`src/rtl/mem_arb_pkg.sv`:
```
// Shared types and constants for the cache/main-memory block arbiter.
// Optional round-robin arbitration is enabled with the MEM_ARB_RR_EN macro.
package mem_arb_pkg;

    localparam int BLOCK_W = 128;
    localparam int BADDR_W = 28;

    typedef enum logic [2:0] {
        IDLE,
        GRANT_I,
        GRANT_D,
        RESP_I,
        RESP_D
    } arb_state_t;

    localparam logic PORT_I = 1'b0;
    localparam logic PORT_D = 1'b1;

endpackage

```
`src/rtl/mem_arb_select.sv`:
```
// Combinational winner pick between the instruction and data requesters.
// MEM_ARB_RR_EN selects round-robin on ties; otherwise data always wins.
module mem_arb_select
    import mem_arb_pkg::*;
(
    input  logic i_req_i,
    input  logic i_req_d,
`ifdef MEM_ARB_RR_EN
    input  logic i_last_grant,
`endif
    output logic o_grant_valid,
    output logic o_grant_port
);

    always_comb begin
        o_grant_valid = i_req_i | i_req_d;
        o_grant_port  = PORT_I;
        if (i_req_i && i_req_d) begin
`ifdef MEM_ARB_RR_EN
            o_grant_port = (i_last_grant == PORT_I) ? PORT_D : PORT_I;
`else
            o_grant_port = PORT_D;
`endif
        end else if (i_req_d) begin
            o_grant_port = PORT_D;
        end
    end

endmodule

```
`src/rtl/mem_arbiter.sv`:
```
// Arbiter sharing one main-memory block port between the I-cache and D-cache.
// Build with MEM_ARB_RR_EN for round-robin tie-breaking (default: data first).
module mem_arbiter
    import mem_arb_pkg::*;
(
    input  logic               CLK,
    input  logic               RESET,
    input  logic               inst_read,
    input  logic [BADDR_W-1:0] inst_address,
    output logic [BLOCK_W-1:0] inst_readdata,
    output logic               inst_busywait,
    input  logic               data_read,
    input  logic               data_write,
    input  logic [BADDR_W-1:0] data_address,
    input  logic [BLOCK_W-1:0] data_writedata,
    output logic [BLOCK_W-1:0] data_readdata,
    output logic               data_busywait,
    output logic               mem_read,
    output logic               mem_write,
    output logic [BADDR_W-1:0] mem_address,
    output logic [BLOCK_W-1:0] mem_writedata,
    input  logic [BLOCK_W-1:0] mem_readdata,
    input  logic               mem_busywait
);

    arb_state_t         r_state;
    arb_state_t         w_next;
    logic               r_mem_read;
    logic               r_mem_write;
    logic [BADDR_W-1:0] r_mem_address;
    logic [BLOCK_W-1:0] r_mem_writedata;
    logic [BLOCK_W-1:0] r_inst_readdata;
    logic [BLOCK_W-1:0] r_data_readdata;
    logic               r_seen_busy;
    logic               w_req_d;
    logic               w_grant_valid;
    logic               w_grant_port;
    logic               w_done;

    assign w_req_d = data_read | data_write;
    // Memory may still show idle in the strobe cycle; only a busy-to-idle edge completes.
    assign w_done  = r_seen_busy & ~mem_busywait;

`ifdef MEM_ARB_RR_EN
    logic r_last_grant;

    always_ff @(posedge CLK or negedge RESET) begin
        if (!RESET) begin
            r_last_grant <= PORT_I;
        end else if (r_state == IDLE && w_grant_valid) begin
            r_last_grant <= w_grant_port;
        end
    end

    mem_arb_select u_select (
        .i_req_i       (inst_read),
        .i_req_d       (w_req_d),
        .i_last_grant  (r_last_grant),
        .o_grant_valid (w_grant_valid),
        .o_grant_port  (w_grant_port)
    );
`else
    mem_arb_select u_select (
        .i_req_i       (inst_read),
        .i_req_d       (w_req_d),
        .o_grant_valid (w_grant_valid),
        .o_grant_port  (w_grant_port)
    );
`endif

    always_ff @(posedge CLK or negedge RESET) begin
        if (!RESET) begin
            r_state <= IDLE;
        end else begin
            r_state <= w_next;
        end
    end

    always_comb begin
        w_next = r_state;
        case (r_state)
            IDLE: begin
                if (w_grant_valid) begin
                    w_next = (w_grant_port == PORT_D) ? GRANT_D : GRANT_I;
                end
            end
            GRANT_I: if (w_done) w_next = RESP_I;
            GRANT_D: if (w_done) w_next = RESP_D;
            RESP_I:  w_next = IDLE;
            RESP_D:  w_next = IDLE;
            default: w_next = IDLE;
        endcase
    end

    always_ff @(posedge CLK or negedge RESET) begin
        if (!RESET) begin
            r_mem_read      <= 1'b0;
            r_mem_write     <= 1'b0;
            r_mem_address   <= '0;
            r_mem_writedata <= '0;
            r_inst_readdata <= '0;
            r_data_readdata <= '0;
            r_seen_busy     <= 1'b0;
        end else begin
            case (r_state)
                IDLE: begin
                    if (w_grant_valid) begin
                        if (w_grant_port == PORT_D) begin
                            r_mem_address   <= data_address;
                            r_mem_writedata <= data_writedata;
                            r_mem_write     <= data_write;
                            r_mem_read      <= ~data_write;
                        end else begin
                            r_mem_address <= inst_address;
                            r_mem_write   <= 1'b0;
                            r_mem_read    <= 1'b1;
                        end
                    end
                end
                GRANT_I, GRANT_D: begin
                    if (mem_busywait) begin
                        r_seen_busy <= 1'b1;
                    end
                    if (w_done) begin
                        if (r_mem_read) begin
                            if (r_state == GRANT_I) begin
                                r_inst_readdata <= mem_readdata;
                            end else begin
                                r_data_readdata <= mem_readdata;
                            end
                        end
                        r_mem_read  <= 1'b0;
                        r_mem_write <= 1'b0;
                        r_seen_busy <= 1'b0;
                    end
                end
                default: begin
                end
            endcase
        end
    end

    assign mem_read      = r_mem_read;
    assign mem_write     = r_mem_write;
    assign mem_address   = r_mem_address;
    assign mem_writedata = r_mem_writedata;
    assign inst_readdata = r_inst_readdata;
    assign data_readdata = r_data_readdata;
    assign inst_busywait = inst_read & (r_state != RESP_I);
    assign data_busywait = w_req_d & (r_state != RESP_D);

endmodule

```
`config.mk`:
```
export PLATFORM = sky130hd
export DESIGN_NAME = mem_arbiter
export DESIGN_NICKNAME = d
export VERILOG_FILES = /design/src/rtl/mem_arb_pkg.sv /design/src/rtl/mem_arb_select.sv /design/src/rtl/mem_arbiter.sv
export SDC_FILE = /design/constraint.sdc
export NUM_CORES = 1
export LEC_CHECK = 0
export ABC_AREA = 1
export CAP_MARGIN = 20
export CORE_AREA = 2 2 287 289
export DETAILED_ROUTE_END_ITERATION = 7
export DIE_AREA = 0 0 289 291
export PLACE_DENSITY = 0.41
export REMOVE_ABC_BUFFERS = 1
export SLEW_MARGIN = 10
export SYNTH_ARGS = -nofsm -noshare
export SYNTH_HDL_FRONTEND = slang
export SYNTH_SLANG_ARGS = --single-unit
```
`constraint.sdc`:
```
create_clock -name CLK -period 2 [get_ports CLK]
set_input_delay 0.4 -clock CLK [delete_from_list [all_inputs] [get_ports CLK]]
set_output_delay 0.4 -clock CLK [all_outputs]
set_load 0.02 [all_outputs]
```
* Word level (Yosys, flattened, before mapping)
Cells that the tools add are included.
** Storage, ports and cells
- Register bits after elaboration :: 418
- Output and inout port bits :: 416
** Operators by class
- Equal/unequal tests :: 8
- Multiplexer cells :: 17
- Bitwise gates (word level) :: 8
- Reduce and logical (&&, ||, !) cells :: 12
** Operators with widths (number)
- two-way mux 28 bit :: 1
- two-way mux 1 bit :: 9
- two-way mux 3 bit :: 3
- one-hot mux 3 bit (3 select lines) :: 1
- AND reduction 3 bit :: 3
- AND reduction 4 bit :: 2
- inequality test 2 bit (second input constant) :: 3
- one-hot mux 1 bit (2 select lines) :: 2
- AND reduction 2 bit :: 2
- nonzero test 2 bit :: 2
- bitwise AND 1 bit :: 3
- equality test 3 x 1 -> 1 bit (second input constant) :: 1
- equality test 3 x 2 -> 1 bit (second input constant) :: 1
- zero test 3 bit :: 1
- inequality test 3 x 2 -> 1 bit (second input constant) :: 1
- inequality test 3 bit (second input constant) :: 1
- inverter 1 bit :: 3
- two-way mux 2 bit :: 1
- inequality test 2 x 1 -> 1 bit (second input constant) :: 1
- OR 1 bit :: 2
- OR reduction 2 bit :: 1
- logical AND 1 bit :: 1

* Logic depth before layout (Yosys ltp)
- Depth in word-level cells :: 6
- Mapped depth :: 8

* By module
A second synthesis with hierarchy kept.
** Second synthesis, totals
- Cells, all modules :: 1751
- Area, all modules :: 16315.6 um^2
** By module, submodules not included
- mem_arbiter :: times used 1, cells an instance 1747, area an instance 16300.6 um^2, sequential area each 10460.0 um^2
- mem_arb_select :: times used 1, cells an instance 4, area an instance 15.0 um^2, sequential area each 0.0 um^2

* Worst setup path before layout
No wires, ideal clock.
- Path kind :: input -> output
- From :: in data_write
- To :: out data_busywait
- Data arrival time :: 1044 ps
- Required time :: 1600 ps
- Setup slack :: 556 ps
- Stages on the path :: 3
- Path through :: nor2_1 > clkbuf_1 > a31oi_1
** Between the ends
- Longest elaborated chain between the ends :: 2
** Ends and longest elaborated chain
- from (decl) :: line mem_arbiter.sv:13 : input logic data_write,
- OR 1 bit :: line mem_arbiter.sv:40 : assign w_req_d = data_read | data_write;
- bitwise AND 1 bit :: line mem_arbiter.sv:150 : assign data_busywait = w_req_d & (r_state != RESP_D);
- to (decl) :: line mem_arbiter.sv:17 : output logic data_busywait,
No other way between the ends.

* Worst setup path after layout
- From :: reg r_data_readdata[121] (netlist: data_readdata[121])
- To :: out data_readdata[121]
** RTL lines
- from (decl) :: line mem_arbiter.sv:33 : logic [BLOCK_W-1:0] r_data_readdata;
- from (signal assigned) :: line mem_arbiter.sv:129 : r_data_readdata <= mem_readdata;
- to (decl) :: line mem_arbiter.sv:16 : output logic [BLOCK_W-1:0] data_readdata,
No word-level cell between the ends.

==> impl_results.md <==
* Status: complete, no violations
* Startpoint Class: flop
* Slowest stage cell, crit path: clkdlybuf4s50_1
* First-pass GRT wire length at 104 mm
* Routed len/inst at between 15 and 20 um
* Initial core utilization at 0.204
* WL final at 69.9 mm
* Vias/cell at 4.02
* All-Layer GR Usage at 0.162
* Area contributors post-synth: dfrtp_1 63%, nand2_1 20%, o21ai_0 4.4%, nand3_1 4.0%, inv_1 3.7%
* Peak fanout along the critical path at 2
* Slew @ Worst Pin at 0.483 ns
* Clk Latency, worst-skew pair at 0.59 ns
* Reg2reg path depth at 8
* WL met2 at 34.3 mm
* Core region area at about 81000 sq um
* Comb power frac at 0.455
* Switching Share at 0.423
* H-Tree Depth at 2
* Clock Power Share at 0.213
* Placer congestion estimate at about 0.82
* Post-synth top area share at 0.631
* HPWL Detailed at 52.2 mm
* RSZ-0062 raised after global routing: no
* LEAKAGE at 14.5 nW
* Synth Cell Area at 16600 sq um
* Port Buffer Count at 733
* Remaining DRCs at 0
* Psw at 18.8 mW
* Worst Hold Class: input pin to flop
* Seq pwr share at 0.333
* Setup violators final at 0
* CTS buffer count at 51
* FP Rows at around 110
* Reg2reg start: r_state[2]
* Max incr delay on CP at 0.61 ns
* Power Dens Cells at 1640 nW/um^2
* Die Wd at 289 um
* HP Start: data_writedata[78]
* Vias in the first global route at approximately 16000
* Layout cell share with drive strength beyond 1 at 0.0673
* Yosys warns at 0
* Largest net degree at the start of global routing at 55
* Top Metal Used: met5
* Delay-heaviest family, CP: buffers and inverters
* Tmin final at 1.94 ns
* CTS sink count at 418
* Area delta synth->final at 64.0%
* Die area at 84100 sq um
* Initial antenna violation count at 15
* Reg2Reg Setup Slack at 0.18 ns
* Sequential cell area fraction in the yosys report at 0.631
* Post-Synthesis Cells at 1894
* Worst-path clk slew at 0.06 ns
* CTS tree: built
* Worst vdd ir at 0.000715 V
* ANT nets after route at 0
* Met3 wire len at 7.10 mm
* Finished Layout Cells at 3764
* Tcrit/Tclk final at 0.970
* Drt pass-1 iters at 5
* Root Driver: clkbuf_16
* Nets at 2969
* Ports at 734
* Fmax at around 520 MHz
* DIE HEIGHT at 291 um
* Yosys reg bits at 418
* Clk buf depth at 3
* WS Path Type: flop to output port
* Critical path buffers and inverters at 1
* Clk_skew at 0.0160 ns
* Final hold vios at 0
* Largest area contributor in the netlist: dfrtp_1
* Syn avg cell area at a little under 9 sq um
* Slew Viols, Final at 0
* CP cell instances: clkdlybuf4s50_1
* CP endpoint: data_readdata[121]
* Critical path origin: data_readdata[121]
* Rel. slew slack at 0.678
* Via Count at 15100
* CP endpoint kind: output port
* Routed length on met1 at 26.6 mm
* Int Power at roughly 26 mW
* Max cap viols at 0
* Core Util, Final at 0.335
* DR iter-0 viols at approximately 780
* Global route overflow at 0
* Post-synth cell types at 19
* Critical Path AT at 1.54 ns
* Worst R2R End: data_readdata[4]
* Placed cells at between 3000 and 4000
* CP Depth at 1
* Req. time, crit path at approximately 1.6 ns
routing by layer:
metal | track usage | vias up
met5 | 0 | -
li1 | - | 7335
met3 | 0.0679 | 104
met2 | 0.282 | 499
met4 | 0.0410 | 22
met1 | 0.181 | 7170
final cells by class:
cell class	instances	area, sq um
multi-input cells	1200	4940
clock buffers	69	1450
inverters	166	628
fillers	8553	54000
repair buffers	814	8110
clock inverters	24	249
diodes	3	7.51
well taps	1070	1340
flip-flops and latches	418	10500
cell usage in the layout, fill, tap and decap left out, types with 4 or more instances in the layout:
master and count:
nand2_1 892, nand3_1 132, bufinv_16 4, buf_4 45
dlymetal6s2s_1 56, clkinv_2 12, dfrtp_1 416, o21ai_1 12
clkbuf_8 11, buf_12 35, clkbuf_1 7, clkbuf_16 51
clkdlybuf4s50_1 341, inv_1 163, dlygate4sd2_1 333, o21ai_0 147
clkinv_4 4
what timing repair did:
action | 4_1_cts | 5_1_grt
gates cloned | 0 | 0
hold buffers | 1 | 0
buffers inserted | 0 | 1
resized for setup | 344 | 56
hold endpoints to repair | 27 | 0
endpoints found under the setup margin | 335 | 57
synth_stat cells (all sizes together):
master,number
inv,166
or2,1
clkbuf,16
nand2,893
a21oi,2
nand4,3
dfrtp,418
a31oi,2
nand3,133
nor2,6
buf,94
nor3,1
o21ai,159
cell families after synthesis:
family / synth area share
AND/OR/NAND/NOR: 0.246
flip-flops: 0.631
buffers and inverters: 0.0738
AO/OA/AOI/OAI: 0.0494
how the worst min path moves through the flow:
stage	to	slack (ns)	cells after the start
after floorplan	data_readdata[0]	0.10	0
after global placement	mem_writedata[68]	0.37	1
after detailed placement	mem_writedata[68]	0.38	1
after CTS	mem_writedata[78]	0.30	3
after global routing	mem_writedata[71]	0.33	3
final	mem_writedata[78]	0.35	3
worst reg2reg max path, cell delays in order (launching register included):
cell and delay [ns]:
dfrtp_2 0.45, buf_4 0.15, nor2_2 0.11, nand2_1 0.13
nor3_4 0.32, buf_12 0.21, buf_12 0.20, nand2_1 0.08
o21ai_0 0.09
power groups by stage:
stage | combinational [mW] | clock [mW] | sequential [mW]
after floorplan | 4.65 | 0 | 19.8
after global placement | 23.0 | 0 | 15.0
after detailed placement | 23.1 | 0 | 15.1
after CTS | 20.8 | 9.83 | 14.9
after global routing | 22.1 | 10.2 | 15.4
final | 20.2 | 9.47 | 14.8
registers in the layout, summed over array words and instances (netlist names):
| name | flops |
|---|---|
| inst_readdata | 128 |
| mem_writedata | 128 |
| mem_address | 28 |
| mem_write | 1 |
| data_readdata | 128 |
| mem_read | 1 |
| r_seen_busy | 1 |
| r_state | 3 |
per-stage QoR:
stage	TNS (ns)	power (mW)	worst slack, ns	area [sq um]	hold slack [ns]
floorplan	-2239.70	24.5	-6.60	16000	0.104
global placement	-7.45	38.0	-0.156	25700	0.373
detailed placement	-10.28	38.1	-0.147	25700	0.377
CTS	0	45.5	0.000716	27000	0.297
global route	0	47.7	0.0000685	27200	0.329
finish	0	44.5	0.0600	27200	0.347
No activity file was read; power rests on OpenSTA's default activity.
==> RTL edit 1: new RTL, same settings <==
Build with the macro `MEM_ARB_RR_EN` defined.
--- a/src/rtl/mem_arb_select.sv
+++ b/src/rtl/mem_arb_select.sv
@@ -1,5 +1,7 @@
 // Combinational winner pick between the instruction and data requesters.
 // MEM_ARB_RR_EN selects round-robin on ties; otherwise data always wins.
+`define MEM_ARB_RR_EN
+
 module mem_arb_select
     import mem_arb_pkg::*;
 (
Check against the original RTL: same outputs for any inputs over 4 cycles, from zero or initial values and one cycle with RESET low; that may be too few to reach the edited logic, so the function may still have changed.
==> RTL edit 1 against the original RTL <==
- worst setup slack better by 0.0038 ns
- core utilization down 0.20 points
- routed wire length down 3.5%
- sequential cell count up 1
- sequential share of layout area up 0.32 points
- non-clock buffer count down 2
- cell area down 0.59%
- synthesized area up 1.5%
- combinational power down 3%
- power down 2.2%
- synthesized cell count down 9.1%
- critical path depth unchanged
- critical endpoint is now mem_writedata[63]
==> RTL edit 1: results <==
export IMPL_yosysSeqAreaShare=0.623
export IMPL_grt_total_usage=0.156
export IMPL_grt_max_degree=88
export IMPL_cts_root_buf="clkbuf_16"
export IMPL_async_flop_share=1.00
export IMPL_ant_nets=0
export IMPL_fin_worst_skew_ns=0.0131
export IMPL_globalplace_congestion=0.815
export IMPL_antenna_found_initial=16
export IMPL_drt_iter0_markers=687
export IMPL_drive_gt1_frac=0.105
export IMPL_wire_per_inst_um=18.8
export IMPL_final_cells=3589
export IMPL_fill_cells=8567
export IMPL_synth_cell_types=22
export IMPL_dp_cells=3490
export IMPL_placed_area_um2=25600
export IMPL_p_leak_nw=14.4
export IMPL_pre_cts_slack_ns=-0.129
export IMPL_cp_data_arrival_time_ns=1.54
export IMPL_final_area_um2=27000
export IMPL_cts_buffers=50
export IMPL_dp_hpwl_um=50900
export IMPL_nets=2792
export IMPL_via_per_inst=4.07
export IMPL_yosys_top_cells_count="nand2_1 (528), dfrtp_1 (419), o21ai_1 (157)"
export IMPL_grt_pass1_vias=15300
export IMPL_max_freq_mhz=516
export IMPL_outcome="finished, final reports clean"
export IMPL_grt_first_pass_wirelength_um=99600
export IMPL_syn_avg_cell_area_um2=9.77
export IMPL_worst_pin_slew_ns=0.478
export IMPL_syn_to_final_growth_pct=60.7
export IMPL_ir_worst_vdd_uv=589
export IMPL_hold_slack_ns=0.370
export IMPL_power_switching_mw=18.1
export IMPL_r2r_slack_ns=0.33
export IMPL_synth_area_leaders="dfrtp_1 (62%), nand2_1 (12%), o21ai_1 (4.7%), o21ai_2 (4.6%), nand3_1 (3.9%)"
RTL edit 1: cells by family after synthesis:
group	count (synthesis)	share of synthesized area
flip-flops	419	0.623
AO/OA/AOI/OAI	349	0.124
AND/OR/NAND/NOR	701	0.170
buffers and inverters	253	0.0830
RTL edit 1: power by group through the flow:
stage          sequential, mW  combinational, mW  clock, mW
2_1_floorplan            19.2               5.40          0
3_3_place_gp             14.7               22.2          0
3_5_place_dp             14.8               22.3          0
4_1_cts                  14.6               20.2       9.80
5_1_grt                  15.0               21.4       10.2
6_report                 14.5               19.6       9.42
RTL edit 1: layout make-up:
cell class                      instances  share of cell area
Tap cell                             1070              0.0495
Timing Repair Buffer                  812               0.296
Clock inverter                         18             0.00889
Antenna cell                            7            0.000648
Sequential cell                       419               0.388
Multi-Input combinational cell       1050               0.183
Clock buffer                           72              0.0538
Inverter                              141              0.0198
RTL edit 1: per-layer routing:
layer / share of wire / track usage
met3: 0.10 / 0.0651
met1: 0.39 / 0.181
met2: 0.47 / 0.260
met4: 0.027 / 0.0498
met5: 0.0018 / 0
RTL edit 1: path summary, 6_finish.rpt:
| check | cells past startpoint | to | start |
|---|---|---|---|
| setup / recovery | 1 | mem_writedata[63] | mem_writedata[63] |
| hold / removal | 3 | mem_writedata[120] | data_writedata[120] |
| setup reg to reg | 6 | mem_writedata[18] | r_state[0] |
| hold reg to reg | 2 | mem_writedata[5] | mem_writedata[5] |
| max in group asynchronous | 4 | r_state[2] | RESET |
| min in group asynchronous | 2 | mem_writedata[97] | RESET |
RTL edit 1: timing repair:
action,CTS,global route
setup buffers,1,0
hold endpoints to repair,23,0
gates cloned,0,0
setup endpoints to repair,338,64
gates resized for setup,343,66
hold buffers,1,0
==> RTL edit 2: new RTL, same settings <==
Made on the original files. The package constant `BLOCK_W` goes from 128 to 120.
--- a/src/rtl/mem_arb_pkg.sv
+++ b/src/rtl/mem_arb_pkg.sv
@@ -2,7 +2,7 @@
 // Optional round-robin arbitration is enabled with the MEM_ARB_RR_EN macro.
 package mem_arb_pkg;
 
-    localparam int BLOCK_W = 128;
+    localparam int BLOCK_W = 120;
     localparam int BADDR_W = 28;
 
     typedef enum logic [2:0] {
Interface: changed (5 resized); port bits go from 734 to 694. No check against the original RTL was run, so the function may have changed too.
==> RTL edit 2 against the original RTL <==
- count of clock-buffer cells in the layout is 4 lower
- first-iteration DRC count shrank 13%
- synthesized area is 5.9% lower
- core utilization fell by 1.5 points
- cell area decreased by 4.4%
- largest power group unchanged
- power decreased by 3.8%
- non-clock buffer count decreased by 34
- worst setup slack got worse by 0.012 ns
- sequential cell count shrank 24
- routed wire length down 7.7%
==> RTL edit 2: results <==
export IMPL_dp_cells=3537
export IMPL_wire_per_inst_um=17.8
export IMPL_pre_cts_slack_ns=-0.213
export IMPL_cts_buffer_depth=3
export IMPL_globalplace_congestion=0.821
export IMPL_async_flop_share=1.00
export IMPL_r2r_slack_ns=0.23
export IMPL_grt_first_pass_wirelength_um=95800
export IMPL_reg2reg_depth=6
export IMPL_r2r_end="data_readdata[75]"
export IMPL_antenna_found_initial=9
export IMPL_grt_pass1_vias=14900
export IMPL_via_per_inst=3.93
export IMPL_synthCells=1791
export IMPL_clkLatencyLatePin_ns=0.56
export IMPL_r2r_start="r_state[2]"
export IMPL_port_buffers=693
export IMPL_hold_end="mem_writedata[26]"
export IMPL_min_delay_start="data_writedata[26]"
export IMPL_grt_total_usage=0.149
export IMPL_max_slew_margin=0.648
export IMPL_cp_data_arrival_time_ns=1.55
export IMPL_synth_cell_types=18
export IMPL_yosys_top_cells_count="nand2_1 (845), dfrtp_1 (394), inv_1 (156)"
export IMPL_cts_resized=190
export IMPL_hold_slack_ns=0.364
export IMPL_grt_max_degree=64
export IMPL_yosysSeqAreaShare=0.632
export IMPL_dp_hpwl_um=47600
export IMPL_placed_area_um2=24400
export IMPL_cts_buffers=48
export IMPL_drt_iter0_markers=677
export IMPL_synth_area_leaders="dfrtp_1 (63%), nand2_1 (20%), nand3_1 (4.0%), o21ai_0 (3.9%), inv_1 (3.8%)"
export IMPL_fin_worst_skew_ns=0.00710
export IMPL_outcome="finished, final reports clean"
export IMPL_final_cells=3630
export IMPL_nets=2820
export IMPL_ir_worst_vdd_uv=754
export IMPL_drive_gt1_frac=0.0708
export IMPL_clk_pin_slew_ns=0.06
export IMPL_fill_cells=8538
export IMPL_p_leak_nw=13.8
export IMPL_synthFlopType="dfrtp_1"
==> RTL edit 2: changes by cell type in the layout (fill, tap and decap cells not counted), sizes merged, moves of 10 or more <==
cell           unedited run  this run
inv                     169       159
clkdlybuf4s50           341       422
nand2                   893       845
dlygate4sd2             333       188
dfrtp                   418       394
dlymetal6s2s             56        80
==> RTL edit 2: power by group <==
part	total [mW]	switching, mW	internal [mW]
combinational	19.9	11.9	7.95
sequential	14.0	2.14	11.9
clock	8.94	3.58	5.37
==> RTL edit 2: logic make-up after synthesis <==
family          count (synthesis)  synth area share
buf+inv                       261            0.0700
simple gates                  981             0.248
flops                         394             0.632
compound gates                155            0.0499
==> RTL edit 2: worst max path at each step <==
stage / slack (ns) / startpoint / to
6_report: 0.05 / data_readdata[92] / data_readdata[92]
5_1_grt: 0.00003 / inst_readdata[85] / inst_readdata[85]
4_1_cts: -0.06 / r_state[1] / data_busywait
3_5_place_dp: -0.21 / mem_busywait / data_readdata[75]
3_3_place_gp: -0.19 / mem_busywait / data_readdata[62]
2_1_floorplan: -6.10 / mem_busywait / inst_readdata[0]
==> RTL edit 2: cell type report <==
class,instances,area (um2),share of cell area
Sequential cell,394,9860,0.379
Timing Repair Buffer,780,7880,0.303
Multi-Input combinational cell,1136,4680,0.180
Clock buffer,65,1390,0.0534
Tap cell,1070,1340,0.0515
Inverter,158,598,0.0230
Clock inverter,23,229,0.00881
Antenna cell,4,10.0,0.000385
==> RTL edit 2: metal layers <==
metal  vias up  wire, um  global-route usage
met4        10      1440              0.0360
met5         -        57                   0
li1       6969         -                   -
met3        80      6220              0.0577
met2       481     31600               0.260
met1      6724     25200               0.170
